`config.mk`:
```
export PLATFORM = sky130hd
export DESIGN_NAME = hsv_pattern_seq
export DESIGN_NICKNAME = d
export VERILOG_FILES = /design/src/rtl/hsv_pattern_pkg.sv /design/src/rtl/hue_mod_add.sv /design/src/rtl/hsv_pattern_seq.sv
export SDC_FILE = /design/constraint.sdc
export NUM_CORES = 1
export LEC_CHECK = 0
export ABC_AREA = 0
export BUFFER_PORTS_ARGS = -buffer_cell sky130_fd_sc_hd__buf_2
export CAP_MARGIN = 15
export CORE_MARGIN = 5
export CORE_UTILIZATION = 60
export CTS_BUF_LIST = sky130_fd_sc_hd__clkbuf_8
export DETAILED_ROUTE_END_ITERATION = 6
export PLACE_DENSITY_LB_ADDON = 0.1
export SETUP_SLACK_MARGIN = 0.4
export SLEW_MARGIN = 20
export SYNTH_ARGS = -nofsm -noshare
export SYNTH_HDL_FRONTEND = slang
export SYNTH_SLANG_ARGS = --single-unit
```
`constraint.sdc`:
```
create_clock -name sys_clk -period 5.51 [get_ports sys_clk]
set_input_delay 0.2755 -clock sys_clk [delete_from_list [all_inputs] [get_ports sys_clk]]
set_output_delay 0.2755 -clock sys_clk [all_outputs]
set_load 0.02 [all_outputs]
```
`src/rtl/hsv_pattern_pkg.sv`:
```
// hsv_pattern_pkg: shared constants and encodings for the HSV frame sequencer.
// Hue arithmetic is modulo 360 on 9-bit values.
package hsv_pattern_pkg;

    localparam int HUE_MOD = 360;
    localparam int HUE_W   = 9;

    // Pattern modes: bit 0 selects per-pixel hue advance, bit 1 selects breathing value.
    typedef enum logic [1:0] {
        MODE_SOLID          = 2'd0,
        MODE_RAINBOW        = 2'd1,
        MODE_BREATH         = 2'd2,
        MODE_RAINBOW_BREATH = 2'd3
    } mode_e;

    typedef enum logic [1:0] {
        IDLE  = 2'd0,
        SWEEP = 2'd1,
        DONE  = 2'd2
    } state_e;

endpackage

```
`src/rtl/hue_mod_add.sv`:
```
// hue_mod_add: combinational modulo-360 adder for two hue operands.
// Both operands are expected in 0..359, so a single conditional subtract suffices.
module hue_mod_add
    import hsv_pattern_pkg::*;
(
    input  logic [HUE_W-1:0] a_i,
    input  logic [HUE_W-1:0] b_i,
    output logic [HUE_W-1:0] sum_o
);

    logic [HUE_W:0] raw;

    // Add in one extra bit, then fold back into 0..359.
    always_comb begin
        raw = {1'b0, a_i} + {1'b0, b_i};
        if (raw >= (HUE_W+1)'(HUE_MOD)) begin
            sum_o = HUE_W'(raw - (HUE_W+1)'(HUE_MOD));
        end else begin
            sum_o = raw[HUE_W-1:0];
        end
    end

endmodule

```
`src/rtl/hsv_pattern_seq.sv`:
```
// hsv_pattern_seq: per-frame HSV sequencer for a WS2812 chain.
// On each accepted frame tick it streams NUM_LED {addr, H, S, V} beats over
// valid/ready, then advances the base hue and (in breathing modes) the value.
// Optional: define HSV_PATTERN_TE_DROP_CNT_EN to add te_drop_cnt, a saturating
// count of frame ticks dropped because a frame was already in progress.
module hsv_pattern_seq
    import hsv_pattern_pkg::*;
#(
    parameter int NUM_LED    = 16,
    parameter int ADDR_W     = 10,
    parameter int PIXEL_STEP = 22,
    parameter int FRAME_STEP = 1,
    parameter int SAT        = 200,
    parameter int VAL_MAX    = 30,
    parameter int VAL_MIN    = 2,
    parameter int VAL_STEP   = 1
) (
    input  logic              sys_clk,
    input  logic              rst_n,
    input  logic              te,
    input  logic              enable,
    input  logic [1:0]        mode,
    output logic              hsv_valid,
    input  logic              hsv_ready,
    output logic [ADDR_W-1:0] hsv_addr,
    output logic [HUE_W-1:0]  hsv_hue,
    output logic [7:0]        hsv_sat,
    output logic [7:0]        hsv_val,
    output logic              frame_busy,
    output logic              frame_done
`ifdef HSV_PATTERN_TE_DROP_CNT_EN
    ,
    output logic [7:0]        te_drop_cnt
`endif
);

    localparam logic [ADDR_W-1:0] LAST_ADDR = ADDR_W'(NUM_LED - 1);

    state_e             state_q;
    logic [1:0]         mode_q;
    logic [HUE_W-1:0]   base_hue_q;
    logic [7:0]         breath_val_q;
    logic               breath_up_q;
    logic               valid_q;
    logic [ADDR_W-1:0]  addr_q;
    logic [HUE_W-1:0]   hue_q;
    logic [7:0]         sat_q;
    logic [7:0]         val_q;
    logic               busy_q;
    logic               done_q;

    logic [HUE_W-1:0]   pix_hue_d;
    logic [HUE_W-1:0]   base_hue_d;
    logic [7:0]         breath_val_d;
    logic               breath_up_d;

    hue_mod_add u_pix_add (
        .a_i   (hue_q),
        .b_i   (HUE_W'(PIXEL_STEP)),
        .sum_o (pix_hue_d)
    );

    hue_mod_add u_frame_add (
        .a_i   (base_hue_q),
        .b_i   (HUE_W'(FRAME_STEP)),
        .sum_o (base_hue_d)
    );

    // Next breathing value: step toward the active limit, clamp and reverse on reaching it.
    always_comb begin
        breath_val_d = breath_val_q;
        breath_up_d  = breath_up_q;
        if (breath_up_q) begin
            if (({1'b0, breath_val_q} + 9'(VAL_STEP)) >= 9'(VAL_MAX)) begin
                breath_val_d = 8'(VAL_MAX);
                breath_up_d  = 1'b0;
            end else begin
                breath_val_d = breath_val_q + 8'(VAL_STEP);
            end
        end else begin
            if ({1'b0, breath_val_q} <= (9'(VAL_MIN) + 9'(VAL_STEP))) begin
                breath_val_d = 8'(VAL_MIN);
                breath_up_d  = 1'b1;
            end else begin
                breath_val_d = breath_val_q - 8'(VAL_STEP);
            end
        end
    end

    // Frame FSM with registered beat outputs; ticks outside IDLE are simply not acted on.
    always_ff @(posedge sys_clk) begin
        if (!rst_n) begin
            state_q      <= IDLE;
            mode_q       <= 2'd0;
            base_hue_q   <= '0;
            breath_val_q <= 8'(VAL_MIN);
            breath_up_q  <= 1'b1;
            valid_q      <= 1'b0;
            addr_q       <= '0;
            hue_q        <= '0;
            sat_q        <= 8'd0;
            val_q        <= 8'd0;
            busy_q       <= 1'b0;
            done_q       <= 1'b0;
        end else begin
            case (state_q)
                IDLE: begin
                    if (te && enable) begin
                        state_q <= SWEEP;
                        mode_q  <= mode;
                        addr_q  <= '0;
                        hue_q   <= base_hue_q;
                        sat_q   <= 8'(SAT);
                        val_q   <= mode[1] ? breath_val_q : 8'(VAL_MAX);
                        valid_q <= 1'b1;
                        busy_q  <= 1'b1;
                    end
                end
                SWEEP: begin
                    if (hsv_ready) begin
                        if (addr_q == LAST_ADDR) begin
                            state_q <= DONE;
                            valid_q <= 1'b0;
                            busy_q  <= 1'b0;
                            done_q  <= 1'b1;
                        end else begin
                            addr_q <= addr_q + 1'b1;
                            if (mode_q[0]) begin
                                hue_q <= pix_hue_d;
                            end
                        end
                    end
                end
                DONE: begin
                    done_q     <= 1'b0;
                    base_hue_q <= base_hue_d;
                    if (mode_q[1]) begin
                        breath_val_q <= breath_val_d;
                        breath_up_q  <= breath_up_d;
                    end
                    state_q <= IDLE;
                end
                default: begin
                    state_q <= IDLE;
                end
            endcase
        end
    end

`ifdef HSV_PATTERN_TE_DROP_CNT_EN
    logic [7:0] drop_cnt_q;

    // Count ticks that arrive while a frame is in progress, saturating at 255.
    always_ff @(posedge sys_clk) begin
        if (!rst_n) begin
            drop_cnt_q <= 8'd0;
        end else if (te && (state_q != IDLE) && (drop_cnt_q != 8'hFF)) begin
            drop_cnt_q <= drop_cnt_q + 8'd1;
        end
    end

    assign te_drop_cnt = drop_cnt_q;
`endif

    assign hsv_valid  = valid_q;
    assign hsv_addr   = addr_q;
    assign hsv_hue    = hue_q;
    assign hsv_sat    = sat_q;
    assign hsv_val    = val_q;
    assign frame_busy = busy_q;
    assign frame_done = done_q;

endmodule
```
Word-level counts from Yosys, hierarchy flattened --
Cells that the tools add are included.
Word-level totals: output and inout port bits 38, input port bits 7, word-level logic and storage cells 71, flip-flop bits (word level) 52
Operators by class: reductions and logical operators 11, order comparisons 4, multiplexer cells 29, equality and inequality tests 8, add/sub/neg operators 8
Operators by type and width (count):
- 9-bit 2-to-1 mux | 6
- 8-bit 2-to-1 mux | 4
- 10-bit 2-to-1 mux | 3
- 10-bit by 9-bit greater-or-equal comparator with 1-bit output, second input constant | 2
- 10-bit one-hot mux with 2 select lines | 1
- 9-bit one-hot mux with 2 select lines | 1
- 9-bit subtractor, second input constant | 2
- 10-bit by 1-bit adder with 10-bit output, second input constant | 1
- 9-bit by 1-bit adder with 10-bit output, second input constant | 1
- 9-bit by 5-bit adder with 10-bit output, second input constant | 1
- 10-bit by 4-bit equality test with 1-bit output, second input constant | 1
- 2-bit != test, second input constant | 5
- 8-bit by 1-bit adder with 9-bit output, second input constant | 1
- 9-bit by 5-bit greater-or-equal comparator with 1-bit output, second input constant | 1
- 8-bit by 1-bit adder with 8-bit output, second input constant | 1
- 8-bit by 2-bit <= comparator with 1-bit output, second input constant | 1
- 1-bit 2-to-1 mux | 8
- 4-bit AND reduction | 2
- 8-bit by 1-bit subtractor with 8-bit output, second input constant | 1
- 2-bit 2-to-1 mux | 3
- 3-bit AND reduction | 2
- 5-bit AND reduction | 1
- 1-bit one-hot mux with 2 select lines | 2
- 2-bit one-hot mux with 2 select lines | 1
- other kinds (6) | 8

Depth between registers and ports, before layout --
Gate-level depths: netlist of run 1.
depth in word-level cells 7, mapped depth 9, mapped depth without buffers 9

Hierarchy --
A second synthesis of run 1 with hierarchy kept.
Unflattened totals: cells, all modules 488, area, all modules 4152.7 um2
By module, submodules not included:
- hsv_pattern_seq | cells an instance 326, times used 1, seq. area each 1041.0 um2, area an instance 2839.0 um2
- hue_mod_add (u_frame_add) | cells an instance 83, times used 1, seq. area each 0.0 um2, area an instance 658.1 um2
- hue_mod_add (u_pix_add) | cells an instance 79, times used 1, seq. area each 0.0 um2, area an instance 655.6 um2

Least setup slack after synthesis of run 1 --
Ideal clock, no wire load.
path kind reg-to-reg, start point register base_hue_q[0], end point register base_hue_q[7], data required time 5440 ps, path buffers 0, setup time 70 ps, arrival 2355 ps, period minus slack after synthesis 2425 ps, path slack 3085 ps, stages on the path, launching flop included 9, cells stage by stage dfxtp_1 -> ha_1 -> nand3_1 -> nor2_1 -> a41oi_1 -> a31oi_4 -> mux2_4 -> or3_1 -> a21oi_1
On the way: longest elaborated chain between the ends 3, elaborated cells between the ends (all ways) 4, classes of those cells 2 x add/sub; 1 x order compare; 1 x mux
RTL lines:
- start: declaration | RTL line hsv_pattern_seq.sv:41 | logic [HUE_W-1:0] base_hue_q;
- start signal: assignment | RTL line hsv_pattern_seq.sv:136 | base_hue_q <= base_hue_d;
- 9-bit by 1-bit adder with 10-bit output (*) | RTL line hue_mod_add.sv:15 | raw = {1'b0, a_i} + {1'b0, b_i};
- 9-bit subtractor or 10-bit by 9-bit greater-or-equal comparator with 1-bit output (tied branches) | RTL line hue_mod_add.sv:17, hue_mod_add.sv:16
- 9-bit 2-to-1 mux (*) | RTL line hue_mod_add.sv:16 | if (raw >= (HUE_W+1)'(HUE_MOD)) begin
Mark *: on every way between the ends. The rest lies on a longest branch, timed or not. A chain may end at the register's enable or synchronous reset.

Worst setup path after layout of run 1 --
start point register base_hue_q[1], end point register base_hue_q[7]
The elaborated chain is that of the path after synthesis.

==> results of run 1 <==
## per-stage QoR
step / hold slack (ns) / worst slack (ns) / util / total power (uW) / cells
2_1_floorplan: 0.4115 / 3.085 / - / 477.3 / 426
4_1_cts: 0.2098 / 2.761 / 0.6817 / 845.6 / 507
3_5_place_dp: 0.4467 / 2.800 / 0.6512 / 495.3 / 499
3_3_place_gp: 0.4392 / 2.934 / 0.6512 / 493.5 / 499
6_report: 0.2181 / 2.732 / 0.6817 / 841.1 / 507
5_1_grt: 0.2182 / 2.570 / 0.6817 / 874.8 / 507
## cell usage after synthesis, drive strengths merged, types with 2 or more instances
cell type  count
ha             9
mux2i          3
or3           12
nor3b          4
nand4          2
nor4           8
and3           5
a221oi         3
o211ai         7
o31ai          3
nor2b          5
a221o          2
nand2b         8
a211oi         2
o21ai         22
a31oi          7
nand4b         2
a21o           2
o21a           4
buf           13
xor2          16
or4            4
nor3           6
and2           4
inv           13
nand3         20
o2111ai        2
o211a          2
xnor2         12
nor2          41
nand2         48
dfxtp         52
clkbuf        24
o311ai         3
a21oi         36
## metal layers
metal,GRT usage,vias up,wire (um)
li1,-,1504,-
met3,0.04936,8,413
met2,0.3485,75,3539
met5,0,-,0
met4,0.04532,0,51
met1,0.2974,1438,3539
## worst register-to-register path, cell delays in order, from the launching register on
cell and delay, ns:
dfxtp_1 0.50, ha_1 0.29, nand3_1 0.22, nor2_1 0.42, a41oi_1 0.25, a31oi_4 0.26
mux2_4 0.32, or3_1 0.30, a21oi_1 0.14
## layout make-up
type,count,area (sq um)
multi-input cells,324,2009
fillers,458,1657
flip-flops and latches,52,1041
repair buffers,40,202.7
clock inverters,3,90.09
well taps,70,87.58
clock buffers,5,68.82
inverters,13,48.80
## power by group through the flow
stage          sequential [uW]  combinational, uW  clock (uW)
2_1_floorplan              408               69.0           0
3_3_place_gp               409               85.0           0
3_5_place_dp               409               86.3           0
4_1_cts                    400               86.6         359
5_1_grt                    403               95.7         376
6_report                   401               86.7         354
## logic make-up after synthesis
kind of cell | after synthesis | synth area share
AND/OR/NAND/NOR | 174 | 0.2695
AO/OA/AOI/OAI | 103 | 0.2146
flip-flops | 52 | 0.3194
buffers and inverters | 50 | 0.06871
XOR/XNOR | 28 | 0.07524
adder cells (fa/ha/maj) | 10 | 0.03762
multiplexers | 4 | 0.01382
other | 1 | 0.001151
## placed cells by master (no fill, tap or decap), drive strengths merged, types with 13 or more instances in the layout
cell	count
buf	40
inv	13
o21ai	22
nand2	48
xor2	16
nor2	41
dfxtp	52
a21oi	36
nand3	20
## path summary, 6_finish.rpt
path | end | cells after the start | slack [ns] | start
min reg2reg | hsv_val[7] | 2 | 0.46 | hsv_val[7]
min | mode_q[0] | 3 | 0.22 | mode[0]
max reg2reg | base_hue_q[7] | 8 | 2.73 | base_hue_q[1]
max | base_hue_q[7] | 8 | 2.73 | base_hue_q[1]
## sequential cells by signal (all words and copies together) (netlist names)
register,cells
state_q,2
breath_val_q,8
base_hue_q,9
breath_up_q,1
mode_q,2
frame_busy,1
frame_done,1
hsv_sat,1
hsv_val,8
hsv_hue,9
hsv_addr,10
==> impl_metrics.py, run 1 <==
metrics = {
    "final_layout": {
        "antenna_cells": 0,
        "drive_gt1_frac": 0.1281,
        "fin_nets": 452,
        "postLayoutCellArea_sq_mm": 0.003548,
        "syn_to_final_growth_pct": 8.867,
    },
    "synth": {
        "synth_area_sq_mm": 0.003259,
        "synth_largest_area_cell": "dfxtp_1",
        "synth.ff_latch_count": 52,
        "synth_flop_cell": "dfxtp_1",
        "ys_async_sr_fraction": 0,
        "synth.area.top_cells": "dfxtp_1, a21oi_1, nand2_1",
        "ys_seq_area_frac": 0.3194,
        "synth_cells": 422,
        "synth_edf_count": 0,
        "synth_top_area_frac": 0.3194,
        "avgSynthCellArea_sq_um": 7.724,
        "ys_warn_count": 0,
        "ys_types": 60,
    },
    "placement": {
        "place_congestion": 0.8957,
        "port_buffers": 39,
        "hpwl_um": 5330,
        "placed_cell_area_sq_mm": 0.003390,
    },
    "worst_setup_path": {
        "crit_slowest_cell": "dfxtp_1",
        "slowest_delay_ns": 0.50,
        "path_class": "flop to flop",
        "cp-end-kind": "flop",
        "arrival_ns": 3.01,
        "cp_top_family": "simple AND/OR/NAND/NOR gates",
        "path_cells": "ha_1, nand3_1, nor2_1, a41oi_1, a31oi_4, mux2_4, or3_1, a21oi_1",
        "required_ns": 5.74,
        "path_buf_inv": 0,
        "startpoint_type": "flop",
        "path_max_fanout": 8,
    },
    "cts": {
        "cts_root_buf": "clkbuf_8",
        "clk_pin_slew_ns": 0.09,
        "cts_tree": "yes",
        "cts.sinks": 52,
        "cts_made_buffers": 5,
        "ctsHoldBuffers": 0,
        "cts-htree-levels": 2,
        "cts_setup_buffers": 0,
        "clk_path_buf_depth": 2,
        "cts_resized": 0,
        "insertion_delay_ns": 0.31,
    },
    "die": {
        "die_h_um": 83.71,
        "ioPinCount": 45,
        "start_util": 0.6262,
        "dieArea_sq_mm": 0.007007,
        "row_count": 26,
        "fp.dieW_um": 83.71,
        "coreArea_sq_mm": 0.005205,
    },
    "global_route": {
        "grt_first_pass_wirelength_um": 13010,
        "antenna_found_initial": 0,
        "grt_max_degree": 32,
        "first_global_vias": 2821,
        "overflow": 0,
        "gr-usage-all-layers": 0.2167,
    },
    "pwr": {
        "pwr-share-clk": 0.421,
        "vdd.ir_drop.worst_mv": 0.1810,
        "netSwitchingFraction": 0.2359,
        "p_per_area_mw_per_mm2": 237.0,
        "p_sw_uw": 198.4,
        "p_seq_frac": 0.476,
        "p_int_uw": 642.7,
        "combPwrFrac": 0.103,
        "p_leak_uw": 0.001390,
    },
    "timing": {
        "max_slew_margin": 0.3208,
        "hold_viol": 0,
        "max_slew.worst_pin.slew_ns": 1.018,
        "fmax_ghz": 0.3600,
        "slew_viol_final": 0,
        "rsz0062_at_grt": "false",
        "tns_ns": 0,
        "post-route-min-period_ns": 2.778,
        "setup_viol": 0,
        "post-route-period-util": 0.5042,
        "fin_worst_skew_ns": 0.007246,
    },
    "routing": {
        "first_iter_violations": 159,
        "wl_per_cell_um": 14.88,
        "postRouteAntennaNets": 0,
        "wirelength_um": 7543,
        "num_vias": 3025,
        "dr.pass1.iters": 6,
        "drcViolationCount": 0,
        "vias_per_cell": 5.966,
    },
    "run": {
        "maxCapViolCount": 0,
    },
    "run_status": {
        "status": "complete, no violations",
    },
    "min_path": {
        "hold_path.class": "input port to flop",
    },
}
(Power assumes the default switching activity.)
==> run 2: changes to the inputs <==
--- a/config.mk
+++ b/config.mk
@@ -5,7 +5,7 @@
 export SDC_FILE = /design/constraint.sdc
 export NUM_CORES = 1
 export LEC_CHECK = 0
-export ABC_AREA = 0
+export ABC_AREA = 1
 export BUFFER_PORTS_ARGS = -buffer_cell sky130_fd_sc_hd__buf_2
 export CAP_MARGIN = 15
 export CORE_MARGIN = 5
==> constraint.sdc (replaced) <==
create_clock -name sys_clk -period 2.6 [get_ports sys_clk]
set_input_delay 0.13 -clock sys_clk [delete_from_list [all_inputs] [get_ports sys_clk]]
set_output_delay 0.13 -clock sys_clk [all_outputs]
set_load 0.02 [all_outputs]
==> run 2 against run 1 <==
  * Sequential share of layout area is 0.12 points lower
  * Via count is 6.6% higher
  * Clock skew is 0.0075 ns higher
  * Hold slack worse by 0.14 ns
  * Total power is 89% higher
  * Synthesized cell count is 15% higher
  * Sequential cell count stayed put
  * Die area is 0.64% lower
  * Wire length is 1.8% lower
  * Worst setup slack worse by 2.1 ns
  * Global-route usage hardly changed
==> impl_metrics.py, run 2 <==
metrics = {
    "run_status": {
        "status": "complete, no violations",
    },
    "synth": {
        "synth_edf_count": 0,
        "synth_largest_area_cell": "dfxtp_1",
        "synthTopCellsByCount": "nand2_1, dfxtp_1, inv_1",
        "synth_area_sq_mm": 0.003236,
        "ys_async_sr_fraction": 0,
        "ys_seq_area_frac": 0.3217,
        "ys_warn_count": 0,
        "synth_flop_cell": "dfxtp_1",
        "synth.area.top_cells": "dfxtp_1, nand2_1, nand3_1",
        "ys_types": 41,
        "synth_cells": 487,
        "avgSynthCellArea_sq_um": 6.644,
        "synth_top_area_frac": 0.3217,
        "synth.ff_latch_count": 52,
        "yosysMostFrequentCell": "nand2_1",
    },
    "cts": {
        "insertion_delay_ns": 0.30,
        "cts-htree-levels": 2,
        "cts_root_buf": "clkbuf_8",
        "cts_tree": "yes",
        "cts_setup_buffers": 0,
        "clk_pin_slew_ns": 0.11,
        "cts.sinks": 52,
        "cts_made_buffers": 5,
        "clk_path_buf_depth": 2,
    },
    "pwr": {
        "netSwitchingFraction": 0.3060,
        "p_per_area_mw_per_mm2": 447.0,
        "pwr-share-clk": 0.293,
        "p_int_uw": 1105,
        "p_sw_uw": 487.5,
        "vdd.ir_drop.worst_mv": 0.2917,
        "p_total_uw": 1593,
        "p_leak_uw": 0.001590,
        "combPwrFrac": 0.179,
        "p_seq_frac": 0.528,
    },
    "timing": {
        "post-route-period-util": 0.7588,
        "setup_viol": 0,
        "fmax_ghz": 0.5069,
        "tns_ns": 0,
        "post-route-min-period_ns": 1.973,
        "max_slew_margin": 0.6009,
        "slew_viol_final": 0,
        "hold_viol": 0,
        "rsz0062_at_grt": "false",
        "fin_worst_skew_ns": 0.01477,
        "max_slew.worst_pin.slew_ns": 0.5964,
    },
    "placement": {
        "numPlacedInstances": 584,
        "place_congestion": 0.9194,
        "port_buffers": 39,
        "hpwl_um": 5677,
    },
    "routing": {
        "num_vias": 3226,
        "first_iter_violations": 160,
        "dr.pass1.iters": 5,
        "wl_per_cell_um": 12.51,
        "postRouteAntennaNets": 0,
        "vias_per_cell": 5.449,
        "drcViolationCount": 0,
        "wirelength_um": 7407,
    },
    "die": {
        "dieArea_sq_mm": 0.006961,
        "die_h_um": 83.44,
        "ioPinCount": 45,
        "fp.dieW_um": 83.44,
        "coreArea_sq_mm": 0.005172,
        "row_count": 26,
        "start_util": 0.6255,
    },
    "worst_setup_path": {
        "cp-end-kind": "flop",
        "required_ns": 2.82,
        "path_class": "flop to flop",
        "path_max_fanout": 16,
        "arrival_ns": 2.20,
        "startpoint_type": "flop",
    },
    "final_layout": {
        "antenna_cells": 0,
        "fin_nets": 537,
        "fin_util": 0.6889,
        "largest_reg_flops": 10,
        "final_common_cell": "nand2_1",
        "final_cells": 592,
        "drive_gt1_frac": 0.1571,
        "final_cell_mix": "nand2_1, inv_1, dfxtp_1",
        "syn_to_final_growth_pct": 10.13,
    },
    "global_route": {
        "grt_first_pass_wirelength_um": 13080,
        "grt_max_degree": 25,
        "overflow": 0,
        "first_global_vias": 2956,
        "gr-usage-all-layers": 0.2168,
        "antenna_found_initial": 0,
    },
    "run": {
        "maxCapViolCount": 0,
    },
    "min_path": {
        "hold_path.class": "input port to flop",
    },
}
-- run 2: metal layers --
metal / wire length, um / track usage
met2: 3391 / 0.3659
met5: 0 / 0
met3: 480 / 0.04455
met4: 82 / 0.05994
met1: 3453 / 0.2803
-- run 2: cells by family after synthesis --
logic type	synth area share
XOR/XNOR	0.04834
buffers and inverters	0.1071
adder cells (fa/ha/maj)	0.03480
other	0.001159
flip-flops	0.3217
AO/OA/AOI/OAI	0.1543
AND/OR/NAND/NOR	0.3326
-- run 2: final cells by class --
type,instances,area (sq um)
clock buffers,5,68.82
clock inverters,3,22.52
fillers,457,1609
inverters,60,225.2
multi-input cells,357,1878
flip-flops and latches,52,1041
well taps,70,87.58
repair buffers,45,240.2
-- run 2: final timing paths --
kind | depth (start not counted) | endpoint | start | slack [ns]
setup / recovery | 10 | hsv_hue[1] | hsv_addr[0] | 0.63
hold / removal | 2 | hsv_val[4] | mode[1] | 0.07
setup reg to reg | 10 | hsv_hue[1] | hsv_addr[0] | 0.63
hold reg to reg | 2 | hsv_val[5] | hsv_val[5] | 0.47
-- run 2: timing repair --
item,CTS,global route
resized for setup,0,2
hold buffers,0,0
endpoints found under the setup margin,0,8
-- run 2: stage by stage --
stage / worst slack (ns) / hold WS, ns / instance area (sq um)
2_1_floorplan: 0.6612 / 0.2302 / 3251
3_3_place_gp: 0.6901 / 0.3799 / 3457
3_5_place_dp: 0.5899 / 0.3849 / 3457
4_1_cts: 0.5494 / 0.05723 / 3548
5_1_grt: 0.4265 / 0.05864 / 3563
6_report: 0.6272 / 0.07451 / 3563
-- run 2: power groups by stage --
stage / clock [uW] / sequential (uW) / combinational, uW
after CTS: 479 / 840 / 276
after detailed placement: 0 / 859 / 274
final: 467 / 841 / 285
after floorplan: 0 / 883 / 188
after global routing: 518 / 845 / 317
after global placement: 0 / 858 / 271
-- run 2: critical path, cell delays in order (launching register included) --
cell,delay [ns]
dfxtp_1,0.44
ha_1,0.23
inv_1,0.09
nor2_1,0.17
nand4_1,0.14
o21ai_1,0.15
nor2_1,0.05
buf_4,0.18
o21ai_4,0.17
o21ai_0,0.12
a21oi_1,0.15
